$ cat config.mk
export PLATFORM = sky130hd
export DESIGN_NAME = mem_arbiter
export DESIGN_NICKNAME = d
export VERILOG_FILES = /design/src/rtl/mem_arbiter.sv
export SDC_FILE = /design/constraint.sdc
export NUM_CORES = 1
export LEC_CHECK = 0
export CORE_AREA = 3 3 121 123
export DETAILED_ROUTE_END_ITERATION = 10
export DIE_AREA = 0 0 124 126
export GPL_TIMING_DRIVEN = 0
export PLACE_DENSITY = 0.94
export RECOVER_POWER = 50
export SETUP_SLACK_MARGIN = 0.1
export SLEW_MARGIN = 20
export SYNTH_ARGS = -nofsm -noshare
export SYNTH_HDL_FRONTEND = slang
export SYNTH_SLANG_ARGS = --single-unit
$ cat constraint.sdc
create_clock -name clk -period 9.51 [get_ports clk]
set_input_delay 1.4265 -clock clk [delete_from_list [all_inputs] [get_ports clk]]
set_output_delay 1.4265 -clock clk [all_outputs]
set_load 0.03 [all_outputs]
$ cat src/rtl/mem_arbiter.sv
// rtl/mem_arbiter.sv - fetch/data arbiter for one shared single-ported memory
module mem_arbiter #(
  parameter int MEM_LAT    = 2,
  parameter int MAX_STREAK = 4
) (
  input  logic        clk,
  input  logic        reset,
  input  logic        i_req,
  input  logic [31:0] i_addr,
  output logic        i_ack,
  output logic [31:0] i_rdata,
  input  logic        d_req,
  input  logic [31:0] d_addr,
  input  logic [31:0] d_wdata,
  input  logic [3:0]  d_wmask,
  output logic        d_ack,
  output logic [31:0] d_rdata,
  output logic        mem_en,
  output logic [31:0] mem_addr,
  output logic [31:0] mem_wdata,
  output logic [3:0]  mem_wmask,
  input  logic [31:0] mem_rdata,
  output logic        busy
);

  typedef enum logic [1:0] {IDLE, ISSUE, WAIT, RESP} state_t;

  state_t      state_q;
  logic        owner_q;      // 1 = data requester owns the transaction
  logic [3:0]  wmask_q;      // latched write mask, kept through WAIT
  logic [3:0]  cnt_q;
  logic [3:0]  streak_q;
  logic [3:0]  streak_d;
  logic        grant_data_d;
  logic        i_ack_q;
  logic        d_ack_q;
  logic        mem_en_q;
  logic [31:0] i_rdata_q;
  logic [31:0] d_rdata_q;
  logic [31:0] mem_addr_q;
  logic [31:0] mem_wdata_q;
  logic [3:0]  mem_wmask_q;

  // Data wins unless fetch has already waited through MAX_STREAK data grants
  always_comb begin
    grant_data_d = 1'b0;
    streak_d     = 4'd0;
    if (d_req && (!i_req || streak_q < 4'(MAX_STREAK))) begin
      grant_data_d = 1'b1;
      streak_d     = i_req ? streak_q + 4'd1 : 4'd0;
    end
  end

  // Transaction FSM; every output is a register updated on the state transition
  always_ff @(posedge clk or posedge reset) begin
    if (reset) begin
      state_q     <= IDLE;
      owner_q     <= 1'b0;
      wmask_q     <= 4'd0;
      cnt_q       <= 4'd0;
      streak_q    <= 4'd0;
      i_ack_q     <= 1'b0;
      d_ack_q     <= 1'b0;
      mem_en_q    <= 1'b0;
      i_rdata_q   <= 32'd0;
      d_rdata_q   <= 32'd0;
      mem_addr_q  <= 32'd0;
      mem_wdata_q <= 32'd0;
      mem_wmask_q <= 4'd0;
    end else begin
      i_ack_q     <= 1'b0;
      d_ack_q     <= 1'b0;
      mem_en_q    <= 1'b0;
      mem_wmask_q <= 4'd0;
      case (state_q)
        IDLE: begin
          if (i_req || d_req) begin
            owner_q     <= grant_data_d;
            streak_q    <= streak_d;
            mem_addr_q  <= grant_data_d ? d_addr  : i_addr;
            mem_wdata_q <= grant_data_d ? d_wdata : 32'd0;
            wmask_q     <= grant_data_d ? d_wmask : 4'd0;
            mem_wmask_q <= grant_data_d ? d_wmask : 4'd0;
            mem_en_q    <= 1'b1;
            state_q     <= ISSUE;
          end
        end
        ISSUE: begin
          cnt_q   <= 4'(MEM_LAT);
          state_q <= WAIT;
        end
        WAIT: begin
          cnt_q <= cnt_q - 4'd1;
          if (cnt_q == 4'd1) begin
            if (owner_q) begin
              if (wmask_q == 4'd0) d_rdata_q <= mem_rdata;
              d_ack_q <= 1'b1;
            end else begin
              i_rdata_q <= mem_rdata;
              i_ack_q   <= 1'b1;
            end
            state_q <= RESP;
          end
        end
        RESP: begin
          state_q <= IDLE;
        end
        default: begin
          state_q <= IDLE;
        end
      endcase
    end
  end

  assign i_ack     = i_ack_q;
  assign d_ack     = d_ack_q;
  assign i_rdata   = i_rdata_q;
  assign d_rdata   = d_rdata_q;
  assign mem_en    = mem_en_q;
  assign mem_addr  = mem_addr_q;
  assign mem_wdata = mem_wdata_q;
  assign mem_wmask = mem_wmask_q;
  assign busy      = (state_q != IDLE);

endmodule

Word level (Yosys, flattened, before mapping)
Index checks and enable logic that the tools add are counted.
{"block": "word_totals", "regBits": 150, "word_cells": 55}
{"block": "classes", "addsub": 2, "magnitude_cmp": 1, "eq_ne": 6, "mux": 20, "bitwise": 1, "n_reduce_logical": 12}
{"cell": "2-to-1 mux 32 bit", "n": 2}
{"cell": "2-to-1 mux 4 bit", "n": 5}
{"cell": "2-to-1 mux 1 bit", "n": 9}
{"cell": "case mux 2 bit (4 select lines)", "n": 1}
{"cell": "case mux 4 bit (2 select lines)", "n": 1}
{"cell": "adder 4 x 1 -> 4 bit (second input constant)", "n": 1}
{"cell": "== test 2 bit (second input constant)", "n": 2}
{"cell": "== test 4 x 1 -> 1 bit (second input constant)", "n": 1}
{"cell": "logical NOT 4 bit", "n": 1}
{"cell": "less-than comparator 4 x 3 -> 1 bit (second input constant)", "n": 1}
{"cell": "2-to-1 mux 2 bit", "n": 2}
{"cell": "!= test 2 bit (second input constant)", "n": 2}
{"cell": "AND reduction 2 bit", "n": 2}
{"cell": "AND reduction 4 bit", "n": 1}
{"cell": "nonzero test 2 bit", "n": 2}
{"cell": "subtractor 4 x 1 -> 4 bit (second input constant)", "n": 1}
{"cell": "AND reduction 3 bit", "n": 1}
{"cell": "== test 2 x 1 -> 1 bit (second input constant)", "n": 1}
{"cell": "logical NOT 2 bit", "n": 1}
{"cell": "logical OR 1 bit", "n": 2}
{"cell": "logical AND 1 bit", "n": 1}
{"cell": "logical NOT 1 bit", "n": 1}
{"cell": "NOT 1 bit", "n": 1}

Depth between registers and ports, before layout
{"block": "depth", "ltp_word": 7, "mapped_depth": 8, "ltp_nobuf": 6}

Worst setup path after synthesis
OpenSTA, ideal clock, no wires.
{"block": "synth_path", "path_kind": "input to register", "start": "in i_req", "end": "reg mem_addr_q[10] (netlist: mem_addr[10])", "arrival_time_ns": 2.310, "t_required_ns": 9.379, "path_slack_ns": 7.069, "cell_stages": 6, "n_path_buf": 2, "path_cell_list": "buf_2 -> o21ai_2 -> inv_2 -> clkbuf_1 -> nand2_1 -> o211ai_1"}
{"block": "synth_via", "elab_chain_len": 5, "word_cells_on_any_way": 7}
{"element": "start: declaration", "line": "8", "source": "input logic i_req,"}
{"element": "logical NOT 1 bit", "line": "48", "source": "if (d_req && (!i_req || streak_q < 4'(MAX_STREAK))) begin"}
{"element": "logical OR 1 bit", "line": "48"}
{"element": "logical AND 1 bit", "line": "48"}
{"element": "2-to-1 mux 1 bit", "line": "48"}
{"element": "2-to-1 mux 32 bit", "line": "80", "source": "mem_addr_q <= grant_data_d ? d_addr : i_addr;"}
{"element": "end signal: assignment", "line": "80"}
{"element": "end: declaration", "line": "40", "source": "logic [31:0] mem_addr_q;"}
Several ways; a longest one is shown, not always the timed one.
A chain may end at the register's enable or synchronous reset.

==> metrics.md <==
| Metric | Value |
|---|---|
| Power Total | `0.00329 W` |
| CP Cell Sequence | `dlygate4sd3_1 -> clkinvlp_2` |
| Detailed placer's ending HPWL | `13,800 um` |
| Hold Violations, Final | `0` |
| Largest net degree at the start of global routing | `86` |
| GRT Util Overall | `24.4%` |
| First-pass GRT wire length | `29,100 um` |
| Synth top area share | `59.7%` |
| Syn avg cell area | `13.4 sq um` |
| H-tree depth | `4` |
| Remaining antenna violation count | `0` |
| Die Wd | `124 um` |
| Critical-path top delay cell | `clkinvlp_2` |
| Synth warnings | `0` |
| Most frequent cell after synthesis | `dfrtp_1` |
| Residual DRC | `0` |
| Worst slew margin | `-92.7%` |
| Top_reg_cell synth | `dfrtp_1` |
| Nets | `899` |
| Syn Std Cell Area | `6280 sq um` |
| CORE AREA | `13,800 sq um` |
| Diode count | `0` |
| TritonCTS buffer count | `17` |
| Post-synth EDFFs | `0` |
| Final setup TNS | `0 ns` |
| Routed Wire Length | `18,700 um` |
| Clock buffer depth | `2` |
| Die ar. | `15,600 sq um` |
| Synth Instances | `469` |
| FMAX | `279 MHz` |
| Wire length per cell | `19.7 um` |
| Total gr overflow | `0` |
| CP peak stage delay | `1.62 ns` |
| Seq/Total Area, Yosys | `59.7%` |
| PwrDens | `343 nW/um^2` |
| FFs w/ async S/R, synth | `100%` |
| DR iter-0 viols | `324` |
| Failing checks | `max-capacitance violations, max-slew violations` |
| Via/cell ratio | `5.25` |
| Vias in the first global route | `5,338` |
| Period utilization | `37.6%` |
| Antenna violations before repair | `1` |
| Layout area overhead | `52.4%` |
| Root buf cell | `clkbuf_16` |
| Worst skew pair latency | `0.42 ns` |
| Crit path kind | `primary input to async pin` |
| I/O Buffers | `269` |
| Share of cells above drive strength 1 | `7.27%` |
| Pleak | `4.12 nW` |
| CTS clk-pin slew, worst paths | `0.06 ns` |
| Rows | `43` |
| Detailed-router iteration count before antenna repair | `4` |
| Startpoint types | `primary input` |
| Post-layout min period | `3.58 ns` |
| Die Y-Extent | `126 um` |
| Final Max Slew Viols | `66` |
| CP Buf/Inv Count | `2` |
| Type of the most critical hold path | `register to register` |
| CP Data Required Time | `9.57 ns` |
| RSZ-0062 raised after global routing | `false` |
| Post-CTS Setup Bufs | `0` |
| Crit. End Element | `async pin` |
| VDD IR max | `0.188 mV` |
| Post-synth top cells | `dfrtp_1 (150), nand2_1 (67), mux2_4 (59), a22o_1 (36)` |
| CP max FO | `66` |
| Worst-Margin Slew | `2.88 ns` |
| Top cells by area, synth | `dfrtp_1 (60%), mux2_4 (14%), a22o_1 (5.0%)` |
| Outcome | `finished, violations left` |
| Filler cells | `1,007` |
| CP arrival | `3.64 ns` |
| Final setup fails | `0` |
| Clk sinks | `150` |
| Library cells used by synthesis | `35` |
| Initial Utilization | `45.6%` |
| CP delay by family, top | `buffers and inverters` |
| Maxcap violations | `1` |
| Ports | `272` |
| CTS Hold Bufs | `0` |
| Post-synthesis register bit count | `150` |
| Area leader, netlist | `dfrtp_1` |
| Vias | `4,990` |
| CTS tree | `yes` |
| Clock Skews | `0.00990 ns` |
| Post-Syn Nets | `610` |
| Post-CTS Resized | `0` |
| Gp weighted congestion | `0.822` |
[where the power goes]
group | total, W | internal [W] | switching (W)
clock | 0.000712 | 0.000452 | 0.000260
sequential | 0.00105 | 0.000894 | 0.000153
combinational | 0.00153 | 0.000659 | 0.000871
[sequential cells by signal, indices dropped and copies added (netlist names)]
name and flops:
d_ack 1, state_q 2, mem_addr 32, mem_wmask 4, owner_q 1, i_rdata 32
d_rdata 32, i_ack 1, streak_q 4, mem_en 1, mem_wdata 32, cnt_q 4
wmask_q 4
[routing by layer]
metal | wire, um | global-route usage, %
met1 | 6970 | 27.6
met2 | 9400 | 40.9
met3 | 1660 | 8.40
met4 | 639 | 11.6
met5 | 13 | 0
[worst paths after layout]
check / startpoint / end / slack, ns / depth (start not counted)
worst max-delay path: reset / i_rdata[22] / 5.93 / 2
worst min-delay path: d_rdata[16] / d_rdata[16] / 0.49 / 1
worst max register to register: state_q[0] / i_rdata[8] / 6.99 / 7
worst min register to register: d_rdata[16] / d_rdata[16] / 0.49 / 1
max in group clk: state_q[0] / busy / 6.12 / 5
min in group asynchronous: reset / d_rdata[4] / 2.28 / 2
[per-stage QoR]
stage               instances  area [sq um]  util [%]  hold WS, ns  setup slack [ns]
floorplan                 469          6280         -        0.465              4.05
global placement          918          9200      66.8        0.477              2.20
detailed placement        919          9240      67.1        0.486              6.53
CTS                       950          9870      71.6        0.497              6.09
global route              950          9580      69.5        0.512              5.44
finish                    950          9580      69.5        0.488              5.93
[logic make-up (layout without fill, tap and decap cells)]
logic type      after synthesis  in the layout  share of synthesized area, %
compound gates               81             81                          10.5
flops                       150            150                          59.7
buf+inv                      49            350                          4.18
simple gates                118            118                          9.28
fa+ha+maj                     5              5                         0.995
mux                          66             66                          15.3
[area by class of cell]
class,count,area (sq um),area share [%]
clock inverters,11,173,1.80
flip-flops and latches,150,3750,39.2
repair buffers,270,2720,28.4
inverters,10,38.8,0.405
plain buffers,39,158,1.65
well taps,180,225,2.35
clock buffers,20,457,4.77
multi-input cells,270,2050,21.4
[cell usage in the layout (no fill, tap or decap), types with 3 or more instances in the layout]
cell,netlist,final
clkdlybuf4s50_1,0,266
dfrtp_1,150,150
nand2_1,67,67
mux2_1,0,53
a22o_1,36,36
nand4_1,32,32
o211ai_1,32,32
clkbuf_1,20,31
clkbuf_16,0,17
buf_2,12,9
inv_1,9,9
mux2_4,59,6
mux2_2,6,6
ha_1,5,5
and2_1,7,4
clkinvlp_4,0,4
bufinv_16,0,4
o21ai_0,2,3
nor2b_1,2,3
nor2_1,3,3
and2_0,0,3
dlygate4sd3_1,0,3
No activity file was read; power rests on OpenSTA's default activity.
==> RTL change 1 (same settings) <==
Encoding of `state_t`: now one-hot (4 bits for 4 states).
--- a/src/rtl/mem_arbiter.sv
+++ b/src/rtl/mem_arbiter.sv
@@ -23,7 +23,7 @@
   output logic        busy
 );
 
-  typedef enum logic [1:0] {IDLE, ISSUE, WAIT, RESP} state_t;
+  typedef enum logic [3:0] {IDLE = 4'b0001, ISSUE = 4'b0010, WAIT = 4'b0100, RESP = 4'b1000} state_t;
 
   state_t      state_q;
   logic        owner_q;      // 1 = data requester owns the transaction
Behaviour: same outputs for any inputs over 4 cycles, from zero or initial values and one cycle with reset high; so few cycles prove little.
==> RTL change 1 against the original RTL <==
The flow still finishes with violations (capacitance limit, slew limit); non-clock buffer count increased by 2; power decreased by 18%; hold slack got worse by 1.0 ps; final area increased by 0.67%; sequential cell count increased by 2; worst setup slack got worse by 53 ps; largest cell class unchanged; largest power group unchanged; clock power decreased by 6.7%; synthesized area decreased by 2.1%; wire length decreased by 2.4%; critical path depth increased by 2; via count increased by 2.0%; highest routed layer is now met4.
==> RTL change 1: results (changes against the original RTL) <==
- Nets: 911 (+1.3%)
- Placed cell area: 0.00911 mm2 (-1.3%)
- Clock skew: 10.9 ps (+1.01 ps)
- Wire per inst: 18.9 um (-3.9%)
- Worst r2r dst: d_rdata[19]$_DFFE_PP0P_
- Outcome: finished, violations left
- Logic power comb: 1.12 mW (-27%)
- Violated checks: capacitance limit, slew limit
- Reg-to-reg slack, setup: 6350 ps (-640 ps)
- Worst slew margin: -48.1% (+45 points)
- First-pass GRT wire length: 28.6 mm (-1.8%)
- Fraction of layout cells with a size suffix above 1: 13.4% (+6.1 points)
- Syn Inst Count: 482 (+2.8%)
- Area of the multi-input gates: 0.00210 mm2 (+2.3%)
- Starting density of the core: 44.7% (-0.96 points)
- GR Util All Layers: 23.6% (-0.71 points)
- Synth top cells by count: dfrtp_1 (151), mux2_2 (58), a22o_1 (38)
- Final GP Congestion: 0.910 (+11%)
- P_sw: 1.03 mW (-20%)
- Clock network area share: 6.09% (-0.48 points)
- Inst Count DP: 933 (+1.5%)
- Initial antenna violation count: 0 (-1)
- Sequential Area: 0.00380 mm2 (+1.4%)
- Yosys reg bits: 152 (+1.3%)
- Max Cap Viol: 1 (unchanged)
- Non-clk buf share: 30.0% (-0.069 points)
- Peak VDD IR: 175 uV (-7.1%)
- Min-Delay Endpoint: i_rdata[24]$_DFFE_PP0P_
- Hold Slack: 487 ps (-1.02 ps)
- Iter 0 DRT Violations: 352 (+8.6%)
- Final Max Tran Viols: 49 (-26%)
- Hold wc startpoint: i_rdata[24]$_DFFE_PP0P_
- Vias in the first global route: 5,450 (+2.1%)
- Post-synth cell types: 39 (+11%)
- Final Util: 70.0% (+0.46 points)
- Multi-input comb cells: 281 (+4.1%)
- R2R Path Start: cnt_q[1]$_DFFE_PP0P_
- Vias per cell: 5.27 (+0.40%)
- Part of the power in registers: 34.0% (+2.2 points)
- Inverter count: 9 (-1)
- P_leak: 4.21 nW (+2.1%)
- Filler cell count: 963 (-4.4%)
- Largest net degree at the start of global routing: 105 (+22%)
- Synthesized area per cell: 12.8 um2 (-4.8%)
- Clk_buf instances: 19 (-5.0%)
- Placement Setup Slack: 5900 ps (-634 ps)
[RTL change 1: changes by cell type after synthesis, moves of 3 or more]
cell,delta
a21oi_1,+34
buf_8,-3
nand3_1,+33
o211ai_1,-32
nand4_1,-32
mux2_1,+6
mux2_4,-59
a31oi_1,+32
o21ai_0,+35
nand2_1,-65
mux2_2,+52
clkbuf_1,+5
[RTL change 1: cells by family after synthesis]
family                   after synthesis  synth area share (%)
flip-flops                           152                  61.8
AO/OA/AOI/OAI                        150                  15.6
multiplexers                          65                  11.9
AND/OR/NAND/NOR                       62                  6.32
buffers and inverters                 49                  3.60
adder cells (fa/ha/maj)                3                 0.610
XOR/XNOR                               1                 0.142
[RTL change 1: routing by layer]
metal,wire (um),global-route usage [%],vias up
met5,0,0,-
li1,-,-,2362
met3,1770,8.40,28
met2,9490,42.0,216
met4,352,7.54,0
met1,6640,26.2,2483
[RTL change 1: critical path: stages, from the launching register on]
cell and delay, ps:
dfrtp_1 370, buf_2 190, nor4b_4 520, inv_2 90, clkdlybuf4s50_1 620
==> RTL change 2 (same settings) <==
Made on the original files. Reset style: synchronous (`reset`), changed in one clocked block.
--- a/src/rtl/mem_arbiter.sv
+++ b/src/rtl/mem_arbiter.sv
@@ -52,7 +52,7 @@
   end
 
   // Transaction FSM; every output is a register updated on the state transition
-  always_ff @(posedge clk or posedge reset) begin
+  always_ff @(posedge clk) begin
     if (reset) begin
       state_q     <= IDLE;
       owner_q     <= 1'b0;
Behaviour: differs if reset is asserted again (counterexample within 4 cycles, from zero or initial values and one cycle with reset high); with reset held inactive, the same outputs for 4 cycles.
==> RTL change 2 against the original RTL <==
Synthesized area shrank 5.0%; highest routed layer is now met4; first-iteration DRC count decreased by 0.93%; worst setup slack improved by 260 ps; sequential cell count unchanged; final area fell by 0.98%; clock skew fell by 1.1 ps; wire length is 4.0% higher; final cell count increased by 17%.
Power is not compared: it rests on default switching activity, and its combinational part moved more than twofold at a synthesized area within 25%.
==> RTL change 2: results (changes against the original RTL) <==
- P_leak: 3.56 nW
- Iter 0 DRT Violations: 321 (-0.93%)
- Largest net degree at the start of global routing: 17 (-80%)
- H-tree depth: 4 (unchanged)
- CTS buffer count: 17 (unchanged)
- Crit Path Max Fanout: 4 (-94%)
- Register area share after synthesis: 50.3% (-9.5 points)
- Nets: 1,056 (+17%)
- Detailed placement HPWL: 14.3 mm (+3.7%)
- Placed cell area: 0.00889 mm2 (-3.8%)
- Switching share of power: 33.3%
- First-pass GRT wire length: 30.2 mm (+3.7%)
- Placement Setup Slack: 6160 ps (-374 ps)
- Clock skew: 8.80 ps (-1.09 ps)
- Hold Path Class: reg2reg
- Worst-path clk slew: 60 ps (about the same)
- Met1 global-route usage: 25.6% (-2.0 points)
- Clock network power: 0.670 mW
- Grt met3 use: 9.03% (+0.63 points)
- Port buffer count: 269 (unchanged)
- Critical-path top delay cell: clkdlybuf4s50_1
- GR Util All Layers: 24.3% (-0.088 points)
- Post-CTS Hold Fix Bufs: 0 (unchanged)
- Post-CTS Setup Bufs: 0 (unchanged)
- Clock root buffer: clkbuf_16
- Initial antenna violation count: 0 (-1)
- Worst slew margin: 61.9% (+150 points)
- WL final: 19.4 mm (+4.0%)
- Part of the power in registers: 36.6%
- Crit path DAT: 1890 ps (-1750 ps)
- Slowest Stage Delay on Critical Path: 760 ps (-860 ps)
- Synth Warn #: 0 (unchanged)
- Clk_lat worst skew: 420 ps (about the same)
- Post-synth cell types: 35 (unchanged)
- CTS Buffer Depth: 2 (unchanged)
- Vias: 5,943 (+19%)
- Post-CTS Resized: 0 (unchanged)
- Drt pass-1 iters: 5 (+1)
- Fraction of layout cells with a size suffix above 1: 5.60% (-1.7 points)
- Synth top cells by count: dfxtp_1 (150), nand2b_1 (66), nand3_1 (65)
- Peak VDD IR: 118 uV
- Cell Pwr Density: 216 mW/mm2
- Ranking of synthesized cells by area: dfxtp_1 (50%), nand2b_1 (6.9%), mux2i_1 (5.7%)
- Diode count: 0 (unchanged)
- Synthesized net count: 768 (+26%)
- Top delay family on crit path: buffers and inverters
- Vias in the first global route: 6,003 (+12%)
- Outcome: finished, final reports clean
- Final GP Congestion: 0.892 (+8.6%)
- Fraction of registers with async set/reset: 0% (-100 points)
- GR Layer Usage met2: 42.7% (+1.9 points)
-- RTL change 2: cell types whose count changed after synthesis, moves of 33 or more --
cell	change
dfrtp_1	-150
dfxtp_1	+150
nand2_1	-66
mux2_4	-59
mux2i_1	+33
a21oi_1	+36
nand3_1	+64
nand2b_1	+66
-- RTL change 2: cell families after synthesis --
group	after synthesis	share of synthesized area [%]
adders and majority gates	5	1.05
buffers and inverters	104	7.35
muxes	34	5.70
AOI/OAI and AO/OA	147	17.1
and+or+nand+nor	187	18.6
DFF	150	50.3
-- RTL change 2: metal layers --
| layer | share of wire (%) | routed length (um) | vias to the layer above |
|---|---|---|---|
| li1 | - | - | 2829 |
| met3 | 10 | 1980 | 42 |
| met4 | 2.9 | 557 | 0 |
| met5 | 0 | 0 | - |
| met2 | 50 | 9700 | 301 |
| met1 | 37 | 7200 | 2771 |
-- RTL change 2: layout make-up --
class	count	area, um2
tap	180	225
clock inverter	8	87.6
clock buffer	24	512
timing repair buffer	269	2690
multi-input combinational	373	2530
sequential	150	3000
buffer	64	283
inverter	40	150
fill	1053	4290
-- RTL change 2: worst paths after layout --
check                              endpoint                      from  slack, ps  depth (start not counted)
setup / recovery                       busy   state_q[1]$_SDFFE_PP0P_       6190                          4
hold / removal     streak_q[3]$_SDFFE_PP0P_  streak_q[3]$_SDFFE_PP0P_        470                          1
setup reg to reg  mem_addr[25]$_SDFFE_PP0P_   state_q[0]$_SDFFE_PP0P_       7300                          7
hold reg to reg    streak_q[3]$_SDFFE_PP0P_  streak_q[3]$_SDFFE_PP0P_        470                          1
-- RTL change 2: per-stage QoR --
stage          util (%)  cells
2_1_floorplan         -    627
3_3_place_gp       64.6   1076
3_5_place_dp       64.6   1076
4_1_cts            68.9   1108
5_1_grt            68.9   1108
6_report           68.9   1108
